File: src/rtl/usb_pkg.sv
// Shared definitions for the FT245-style USB FIFO link (usb and usb_tx).
// Write-side FSM states and default strobe timing at 100 MHz.
package usb_pkg;

    typedef enum logic [2:0] {
        IDLE,
        SETUP,
        HOLD,
        GAP,
        SI_ASSERT
    } tx_state_e;

    localparam int DEF_DEPTH    = 16;
    localparam int DEF_WR_HIGH  = 6;
    localparam int DEF_HOLD_CYC = 2;
    localparam int DEF_GAP_CYC  = 8;
    localparam int DEF_SI_DELAY = 64;
    localparam int DEF_SI_PULSE = 4;

    localparam int CNT_W = 8;

    function automatic logic [CNT_W-1:0] last_of(input int cycles);
        return CNT_W'(cycles - 1);
    endfunction

endpackage

File: src/rtl/usb_tx_if.sv
// Byte stream handshake into the host-bound USB writer.
// Transfer happens on a clock where tx_valid && tx_ready.
interface usb_tx_if;

    logic [7:0] tx_data;
    logic       tx_valid;
    logic       tx_ready;

    modport master (
        output tx_data,
        output tx_valid,
        input  tx_ready
    );

    modport slave (
        input  tx_data,
        input  tx_valid,
        output tx_ready
    );

endinterface

File: src/rtl/usb_tx_fifo.sv
// Synchronous byte FIFO buffering status bytes ahead of the FT chip.
// Flags and level are registered; rd_data shows the current head.
module usb_tx_fifo #(
    parameter int DEPTH = 16
) (
    input  logic                     clk,
    input  logic                     rst,
    input  logic                     push,
    input  logic                     pop,
    input  logic [7:0]               wr_data,
    output logic [7:0]               rd_data,
    output logic                     full,
    output logic                     empty,
    output logic [$clog2(DEPTH):0]   level
);

    localparam int AW = $clog2(DEPTH);
    localparam int LW = AW + 1;

    logic [7:0]    mem [DEPTH];
    logic [AW-1:0] wr_ptr;
    logic [AW-1:0] rd_ptr;
    logic [LW-1:0] level_nx;
    logic          do_push;
    logic          do_pop;

    // A full FIFO refuses pushes even when a pop frees a slot this cycle.
    assign do_push = push && !full;
    assign do_pop  = pop && !empty;
    assign rd_data = mem[rd_ptr];

    always_comb begin
        level_nx = level;
        if (do_push && !do_pop) begin
            level_nx = level + 1'b1;
        end else if (!do_push && do_pop) begin
            level_nx = level - 1'b1;
        end
    end

    always_ff @(posedge clk) begin
        if (do_push) begin
            mem[wr_ptr] <= wr_data;
        end
    end

    always_ff @(posedge clk) begin
        if (rst) begin
            wr_ptr <= '0;
            rd_ptr <= '0;
            level  <= '0;
            full   <= 1'b0;
            empty  <= 1'b1;
        end else begin
            if (do_push) begin
                wr_ptr <= wr_ptr + 1'b1;
            end
            if (do_pop) begin
                rd_ptr <= rd_ptr + 1'b1;
            end
            level <= level_nx;
            full  <= (level_nx == LW'(DEPTH));
            empty <= (level_nx == '0);
        end
    end

endmodule

File: src/rtl/usb_tx.sv
// Host-bound writer for the FT245-style USB FIFO: buffers bytes, strobes wr,
// and pulses SI once the link has been idle after a burst.
module usb_tx
    import usb_pkg::*;
#(
    parameter int DEPTH    = DEF_DEPTH,
    parameter int WR_HIGH  = DEF_WR_HIGH,
    parameter int HOLD_CYC = DEF_HOLD_CYC,
    parameter int GAP_CYC  = DEF_GAP_CYC,
    parameter int SI_DELAY = DEF_SI_DELAY,
    parameter int SI_PULSE = DEF_SI_PULSE
) (
    input  logic                   clk,
    input  logic                   rst,
    usb_tx_if.slave                tx,
    input  logic                   txe,
    input  logic                   rx_busy,
    output logic                   tx_busy,
    output logic                   wr,
    output logic [7:0]             d_out,
    output logic                   d_oe,
    output logic                   SI,
    output logic [$clog2(DEPTH):0] fifo_level
);

    localparam int IW = $clog2(SI_DELAY) + 1;

    localparam logic [CNT_W-1:0] WR_LAST   = last_of(WR_HIGH);
    localparam logic [CNT_W-1:0] HOLD_LAST = last_of(HOLD_CYC);
    localparam logic [CNT_W-1:0] GAP_LAST  = last_of(GAP_CYC);
    localparam logic [CNT_W-1:0] SI_LAST   = last_of(SI_PULSE);
    localparam logic [IW-1:0]    IDLE_MAX  = IW'(SI_DELAY - 1);

    tx_state_e        state;
    logic [CNT_W-1:0] cnt;
    logic [IW-1:0]    idle_cnt;
    logic             sent_flag;
    logic             txe_m;
    logic             txe_s;

    logic             fifo_full;
    logic             fifo_empty;
    logic [7:0]       head;
    logic             push;
    logic             pop;
    logic             si_due;
    logic             start;

    assign tx.tx_ready = !fifo_full;
    assign push        = tx.tx_valid && tx.tx_ready;
    assign pop         = (state == SETUP) && (cnt == WR_LAST);

    assign si_due = fifo_empty && sent_flag && (idle_cnt == IDLE_MAX);
    // The receiver wins any tie for the shared d bus.
    assign start  = !fifo_empty && !txe_s && !rx_busy && !si_due;

    usb_tx_fifo #(
        .DEPTH (DEPTH)
    ) u_fifo (
        .clk     (clk),
        .rst     (rst),
        .push    (push),
        .pop     (pop),
        .wr_data (tx.tx_data),
        .rd_data (head),
        .full    (fifo_full),
        .empty   (fifo_empty),
        .level   (fifo_level)
    );

    // txe is asynchronous to clk; resets to "FT chip full".
    always_ff @(posedge clk) begin
        if (rst) begin
            txe_m <= 1'b1;
            txe_s <= 1'b1;
        end else begin
            txe_m <= txe;
            txe_s <= txe_m;
        end
    end

    always_ff @(posedge clk) begin
        if (rst || push || state != IDLE) begin
            idle_cnt <= '0;
        end else if (fifo_empty && idle_cnt != IDLE_MAX) begin
            idle_cnt <= idle_cnt + 1'b1;
        end
    end

    always_ff @(posedge clk) begin
        if (rst) begin
            state     <= IDLE;
            cnt       <= '0;
            wr        <= 1'b0;
            d_oe      <= 1'b0;
            d_out     <= 8'h00;
            SI        <= 1'b1;
            tx_busy   <= 1'b0;
            sent_flag <= 1'b0;
        end else begin
            unique case (state)
                IDLE: begin
                    cnt <= '0;
                    if (start) begin
                        state   <= SETUP;
                        wr      <= 1'b1;
                        d_oe    <= 1'b1;
                        d_out   <= head;
                        tx_busy <= 1'b1;
                    end else if (si_due) begin
                        state <= SI_ASSERT;
                        SI    <= 1'b0;
                    end
                end
                SETUP: begin
                    if (cnt == WR_LAST) begin
                        state     <= HOLD;
                        cnt       <= '0;
                        wr        <= 1'b0;
                        sent_flag <= 1'b1;
                    end else begin
                        cnt <= cnt + 1'b1;
                    end
                end
                HOLD: begin
                    if (cnt == HOLD_LAST) begin
                        state   <= GAP;
                        cnt     <= '0;
                        d_oe    <= 1'b0;
                        tx_busy <= 1'b0;
                    end else begin
                        cnt <= cnt + 1'b1;
                    end
                end
                GAP: begin
                    if (cnt == GAP_LAST) begin
                        state <= IDLE;
                        cnt   <= '0;
                    end else begin
                        cnt <= cnt + 1'b1;
                    end
                end
                SI_ASSERT: begin
                    if (cnt == SI_LAST) begin
                        state     <= IDLE;
                        cnt       <= '0;
                        SI        <= 1'b1;
                        sent_flag <= 1'b0;
                    end else begin
                        cnt <= cnt + 1'b1;
                    end
                end
                default: begin
                    state <= IDLE;
                    cnt   <= '0;
                end
            endcase
        end
    end

endmodule

File: src/flat_wrapper.sv
// flat-port wrapper written by rule: the top's interface ports become plain ports
module usb_tx_flat import usb_pkg::*;
#(
    parameter int DEPTH    = DEF_DEPTH,
    parameter int WR_HIGH  = DEF_WR_HIGH,
    parameter int HOLD_CYC = DEF_HOLD_CYC,
    parameter int GAP_CYC  = DEF_GAP_CYC,
    parameter int SI_DELAY = DEF_SI_DELAY,
    parameter int SI_PULSE = DEF_SI_PULSE
)
  (clk, rst, txe, rx_busy, tx_busy, wr, d_out, d_oe, SI, fifo_level, tx_tx_data, tx_tx_valid, tx_tx_ready);
  usb_tx_if tx_i ();
  input  logic clk;
  input  logic rst;
  input  logic txe;
  input  logic rx_busy;
  output logic tx_busy;
  output logic wr;
  output logic [7:0] d_out;
  output logic d_oe;
  output logic SI;
  output logic [$clog2(DEPTH):0] fifo_level;
  input wire logic [$bits(tx_i.tx_data)-1:0] tx_tx_data;
  input wire logic [$bits(tx_i.tx_valid)-1:0] tx_tx_valid;
  output wire logic [$bits(tx_i.tx_ready)-1:0] tx_tx_ready;
  assign tx_i.tx_data = tx_tx_data;
  assign tx_i.tx_valid = tx_tx_valid;
  assign tx_tx_ready = tx_i.tx_ready;
  usb_tx #(.DEPTH(DEPTH), .WR_HIGH(WR_HIGH), .HOLD_CYC(HOLD_CYC), .GAP_CYC(GAP_CYC), .SI_DELAY(SI_DELAY), .SI_PULSE(SI_PULSE)) u_core (.clk(clk), .rst(rst), .tx(tx_i), .txe(txe), .rx_busy(rx_busy), .tx_busy(tx_busy), .wr(wr), .d_out(d_out), .d_oe(d_oe), .SI(SI), .fifo_level(fifo_level));
endmodule
File: config.mk
export PLATFORM = sky130hd
export DESIGN_NAME = usb_tx_flat
export DESIGN_NICKNAME = d
export VERILOG_FILES = /design/src/rtl/usb_pkg.sv /design/src/rtl/usb_tx_if.sv /design/src/rtl/usb_tx_fifo.sv /design/src/rtl/usb_tx.sv /design/src/flat_wrapper.sv
export SDC_FILE = /design/constraint.sdc
export NUM_CORES = 1
export LEC_CHECK = 0
export CAP_MARGIN = 20
export CELL_PAD_IN_SITES_DETAIL_PLACEMENT = 0
export CELL_PAD_IN_SITES_GLOBAL_PLACEMENT = 2
export CORE_ASPECT_RATIO = 0.75
export CORE_MARGIN = 2
export CORE_UTILIZATION = 35
export DETAILED_ROUTE_END_ITERATION = 8
export GPL_TIMING_DRIVEN = 0
export PLACE_DENSITY = 0.68
export SKIP_LAST_GASP = 1
export SLEW_MARGIN = 15
export SYNTH_ARGS = -nofsm -noshare
export SYNTH_HDL_FRONTEND = slang
export SYNTH_HIERARCHICAL = 1
export SYNTH_SLANG_ARGS = --single-unit
File: constraint.sdc
create_clock -name clk -period 6.6 [get_ports clk]
set_input_delay 1.32 -clock clk [delete_from_list [all_inputs] [get_ports clk]]
set_output_delay 1.32 -clock clk [all_outputs]
set_load 0.01 [all_outputs]
# Yosys cells after proc, flatten, opt, wreduce, memory -nomap -nowiden

Memories as Yosys holds them, arrays and structs flattened. A register that Yosys moved wholly into a read port is not among the register bits.
Cells that the tools add are included.
Widths: inputs -> output; s select.

Reduce and logical (&&, ||, !) cells: 34
Mux-type cells: 28
Add/subtract/negate cells: 6
Equality and inequality tests: 19

Operators by type and width:

| cell                | count |
|---|---|
| $mux 8              | 4 |
| $pmux 8 s4          | 1 |
| $mux 3              | 6 |
| $eq 8x3->1 const B  | 2 |
| $pmux 3 s5          | 1 |
| $logic_and 1x1->1   | 12 |
| $mux 1              | 10 |
| $mux 5              | 2 |
| $ne 2x1->1 const B  | 5 |
| $reduce_and 3->1    | 3 |
| $add 4x1->4 const B | 2 |
| $add 8x1->8 const B | 1 |
| $eq 8x1->1 const B  | 1 |
| $eq 8x2->1 const B  | 1 |
| $pmux 1 s2          | 4 |
| $reduce_bool 2->1   | 4 |
| $add 7x1->7 const B | 1 |
| $eq 7x6->1 const B  | 1 |
| $logic_not 1->1     | 7 |
| $ne 7x6->1 const B  | 1 |
| $eq 3x2->1 const B  | 2 |
| $add 5x1->5 const B | 1 |
| $eq 5x5->1 const B  | 1 |
| $logic_not 5->1     | 1 |
| other kinds (11)    | 13 |

RAM bits: 128
Bits of input ports: 13
Output and inout bits: 18
Memories kept: 1
Word-level logic and storage cells: 102
Bits in registers: 39

Memory list:

| name              | words | bits a word | rd ports | clocked after memory_dff | wr ports | line              | source |
|---|---|---|---|---|---|---|---|
| u_core.u_fifo.mem | 16    | 8           | 1        | 1                        | 1        | usb_tx_fifo.sv:20 | `logic [7:0] mem [DEPTH];` |

# Logic depth before layout (Yosys ltp)

Depth in word-level cells: 8
Gate-level depth with buffers: 10
Gate-level depth less buffers: 9

# By module

The synthesis kept the hierarchy.

Modules (own cells, without submodules):

| module      | times used | area each (um2) | cells an instance | sequential area each (um2) |
|---|---|---|---|---|
| usb_tx_fifo | 1          | 5890.6          | 293               | 4224.1 |
| usb_tx      | 1          | 1448.9          | 153               | 640.6 |

# Least setup slack after synthesis

OpenSTA, ideal clock, no wires.

Kind: input -> register
Start point: input tx_tx_valid
End point: memory u_core.u_fifo.mem[7][0], enable pin
Arrival: 2.260 ns
Library setup time: 0.332 ns
Slack: 4.009 ns
Cell stages on the path: 6
Path buffers: 1
Data required time: 6.268 ns
Cells stage by stage: nor2b_1 -> nor2b_1 -> buf_2 -> nand2_1 -> nor2_1 -> and2_1

Cells in the longest elaborated chain, start to end: 4

RTL lines:

| item                         | line               | source |
|---|---|---|
| from (decl)                  | flat_wrapper.sv:24 | `input wire logic [$bits(tx_i.tx_valid)-1:0] tx_tx_valid;` |
| $logic_and 1x1->1            | usb_tx.sv:50       | `assign push = tx.tx_valid && tx.tx_ready;` |
| $logic_and 1x1->1            | usb_tx_fifo.sv:28  | `assign do_push = push && !full;` |
| $mux 1                       | usb_tx_fifo.sv:42  | `if (do_push) begin` |
| $mux 1 (implied by the code) | usb_tx_fifo.sv:43  | `mem[wr_ptr] <= wr_data;` |
| to (decl)                    | usb_tx_fifo.sv:20  |  |

Every way passes these cells.

# Worst setup path after layout

Start point: input tx_tx_valid
End point: memory u_core.u_fifo.mem[11][2], enable pin

Cells in the longest elaborated chain, start to end: 4

RTL lines:

| item                         | line              | source |
|---|---|---|
| $logic_and 1x1->1            | usb_tx.sv:50      |  |
| via u_core.push              | usb_tx.sv:44      | `logic push;` |
| $logic_and 1x1->1            | usb_tx_fifo.sv:28 |  |
| $mux 1                       | usb_tx_fifo.sv:42 |  |
| $mux 1 (implied by the code) | usb_tx_fifo.sv:43 |  |

The timed path passes the listed nets, and every way through them passes these cells.

==> impl_metrics.csv <==
group,metric,value,unit
outcome,status,"finished, final reports clean",
grt,grt_pass1_wl,23200,µm
worst_hold_path,hp-start,"u_core/txe_m",
grt,overflow,0,
setup_path,crit_path_end_kind,"flop",
clock_network,cts_resized,0,
grt,grt_max_degree,20,
sta,drv_slew,0,
routing,num_vias,3916,
power,p_total,2.36,mW
sta,clock.fmax,0.322,GHz
setup_path,critPathMaxFanout,8,
clock_network,cts.hold.buffers_added,0,
grt,grtUsageTotal,0.148,
cells_and_area,area_growth,17.2,%
yosys,yosysWarnings,6,
sta,post-route-min-period,3.11,ns
setup_path,crit_required,6.67,ns
clock_network,cts_tree,"done",
sta,setup_slack,3.49,ns
grt,grt_pass1_vias,3869,
sta,setup_viol_count_final,0,
die,core-area,0.0204,mm²
placed_design,place.gp.congestion,0.762,
placed_design,hpwl,10300,µm
yosys,netlist.area_leader.share,0.524,
routing,wire_per_inst,19.3,µm
worst_hold_path,hold_class,"flop to flop",
placed_design,place_ws,2.98,ns
setup_path,crit_path_start_kind,"input pin",
routing,ant_nets,0,
yosys,syn_nets,469,
clock_network,numCtsBuffers,17,
yosys,ys_async_sr_fraction,0,
sta,relSlewSlack,0.386,
clock_network,cts_buffer_depth,2,
yosys,syn_inst,446,
sta,final-hold-violation-count,0,
clock_network,clk_pin_slew,0.07,ns
die,num_io_pins,31,
clock_network,clkLatencyLatePin,0.44,ns
routing,avgViaCountPerCell,4.96,
die,fp-row-count,45,
power,p_leak,2.90,nW
clock_network,cts.sinks,179,
routing,firstDrtPassIters,4,
yosys,synthFlopType,"edfxtp_1",
yosys,syn_area,0.00734,mm²
cells_and_area,antenna_cells,0,
power,ir_worst_vdd,0.190,mV
grt,antenna_found_initial,0,
sta,fin_crit_sh,0.470,
clock_network,postCtsSetupBuffers,0,
routing,wl,15300,µm
yosys,synth_edf_count,128,
setup_path,worst-r2r-setup-slack,3.51,ns
setup_path,startpoint,"tx_tx_valid",
die,die_area,0.0222,mm²
setup_path,worstPathArrival,3.18,ns
yosys,synth_area_leader_cell,"edfxtp_1",
placed_design,port_buffers,30,
cells_and_area,drive_gt1_frac,0.132,
job,drv_cap,0,
routing,drt_iter0_drc,331,
die,dieHeight,129,µm
sta,rsz0062_at_grt,"no",
yosys,synth_area_per_cell,16.5,µm²
yosys,synth_top_cells_by_area,"edfxtp_1 (52%), dfxtp_1 (14%), mux4_1 (8.6%), mux4_2 (4.9%), nor2_1 (2.1%)",
cells_and_area,fin_util,0.422,
cells_and_area,fillers,1866,
sta,fin_skew,0.0218,ns
power,power_density,274,mW/mm²
setup_path,rr_startpoint,"u_core/cnt[3]",
yosys,synth-seq-area-share,0.663,
clock_network,cts-root-buf,"clkbuf_16",
routing,drc,0,
sta,worstMarginPinSlew,0.913,ns
die,die-width,171,µm
yosys,synth_seq_cells,179,
cells_and_area,final_nets,518,
setup_path,path_class,"input pin to flop",
clock_network,htree_levels,4,
sta,tns,0,ns
die,initial_utilization,0.360,
yosys,ys_types,55,
==> power breakdown <==
part / switching (mW) / total (mW) / leakage, nW / internal [mW]
registers: 0.0110 / 1.23 / 1.57 / 1.22
clock network: 0.486 / 1.04 / 0.300 / 0.550
logic: 0.0546 / 0.0928 / 1.03 / 0.0382
==> sequential cells by signal (all words and copies together) (netlist names), named ones only <==
signal,flops
u_core/txe_m,1
u_core/u_fifo/mem,128
u_core/u_fifo/wr_ptr,4
u_core/state,3
u_core/wr,1
u_core/txe_s,1
u_core/u_fifo/full,1
u_core/SI,1
u_core/d_out,8
u_core/idle_cnt,7
u_core/u_fifo/level,5
u_core/u_fifo/rd_ptr,4
u_core/d_oe,1
u_core/cnt,8
u_core/u_fifo/empty,1
u_core/sent_flag,1
==> Yosys cell counts, drive strengths merged (2+ instances only) <==
| cell type | instances |
|---|---|
| edfxtp | 128 |
| dfxtp | 51 |
| nor2 | 41 |
| mux4 | 40 |
| and2 | 18 |
| buf | 13 |
| inv | 13 |
| xor2 | 13 |
| nand2 | 11 |
| nand3 | 11 |
| ha | 10 |
| mux2i | 9 |
| a21oi | 8 |
| nor3 | 8 |
| xnor2 | 7 |
| and3 | 6 |
| clkbuf | 6 |
| nor4 | 6 |
| nand4 | 5 |
| nor2b | 5 |
| nand2b | 4 |
| nand3b | 3 |
| o21ai | 3 |
| o31ai | 3 |
| a211oi | 2 |
| a31oi | 2 |
| o21a | 2 |
| or2 | 2 |
==> critical path, cell delays in order <==
cell,delay (ns)
clkdlybuf4s50_1,0.45
nor2b_1,0.26
nand2b_1,0.24
nor3b_1,0.41
and2_1,0.49
==> metal layers <==
metal,up-vias,global-route usage,share of wire
li1,1833,-,-
met1,2008,0.216,0.50
met2,71,0.216,0.45
met3,4,0.0345,0.040
met4,0,0.0508,0.0050
met5,-,0,0
==> cells by family after synthesis <==
group	count (synthesis)	share of synthesized area
xor+xnor	20	0.0239
simple gates	127	0.0931
fa+ha+maj	10	0.0170
mux	49	0.147
compound gates	29	0.0290
buf+inv	32	0.0269
flops	179	0.663
==> final timing paths <==
check	depth (start not counted)	end
worst max-delay path	5	u_core/u_fifo/mem[11][2]
worst min-delay path	1	u_core/txe_s
worst max register to register	9	u_core/u_fifo/empty
worst min register to register	1	u_core/txe_s
==> cell usage in the layout (no fill, tap or decap), types with 3 or more instances in the layout <==
cell             Yosys  routed
a21oi_1              8       8
and2_1              18      18
and3_1               5       5
buf_1                3       3
buf_6                4       4
clkbuf_1             6       7
clkbuf_16            0      17
clkdlybuf4s50_1      0      30
dfxtp_1             51      51
edfxtp_1           128     128
ha_1                10      10
inv_1               13      13
inv_8                0       8
mux2i_1              9       9
mux4_1              24      24
mux4_2              16      16
nand2_1             11      11
nand2b_1             4       4
nand3_1             11      11
nand3b_1             3       3
nand4_1              5       5
nor2_1              41      41
nor2b_1              4       4
nor3_1               8       8
nor4_1               5       5
xnor2_1              7       7
xor2_1              13      13
==> stage by stage <==
| stage | cells | hold WS (ns) | area [µm²] |
|---|---|---|---|
| after global placement | 758 | 0.404 | 7990 |
| after detailed placement | 758 | 0.400 | 7990 |
| final | 790 | 0.415 | 8600 |
| after global routing | 790 | 0.446 | 8600 |
| after CTS | 790 | 0.418 | 8600 |
| after floorplan | 446 | 0.389 | 7340 |
==> area by class of cell <==
cell class              count  area, µm²  area share
well taps                 282        353      0.0410
clock inverters            14        179      0.0208
flip-flops and latches    179       4860       0.566
inverters                  13       48.8     0.00567
plain buffers              19        149      0.0173
multi-input cells         235       2280       0.265
repair buffers             30        300      0.0349
clock buffers              18        429      0.0499
(Power assumes the default switching activity.)
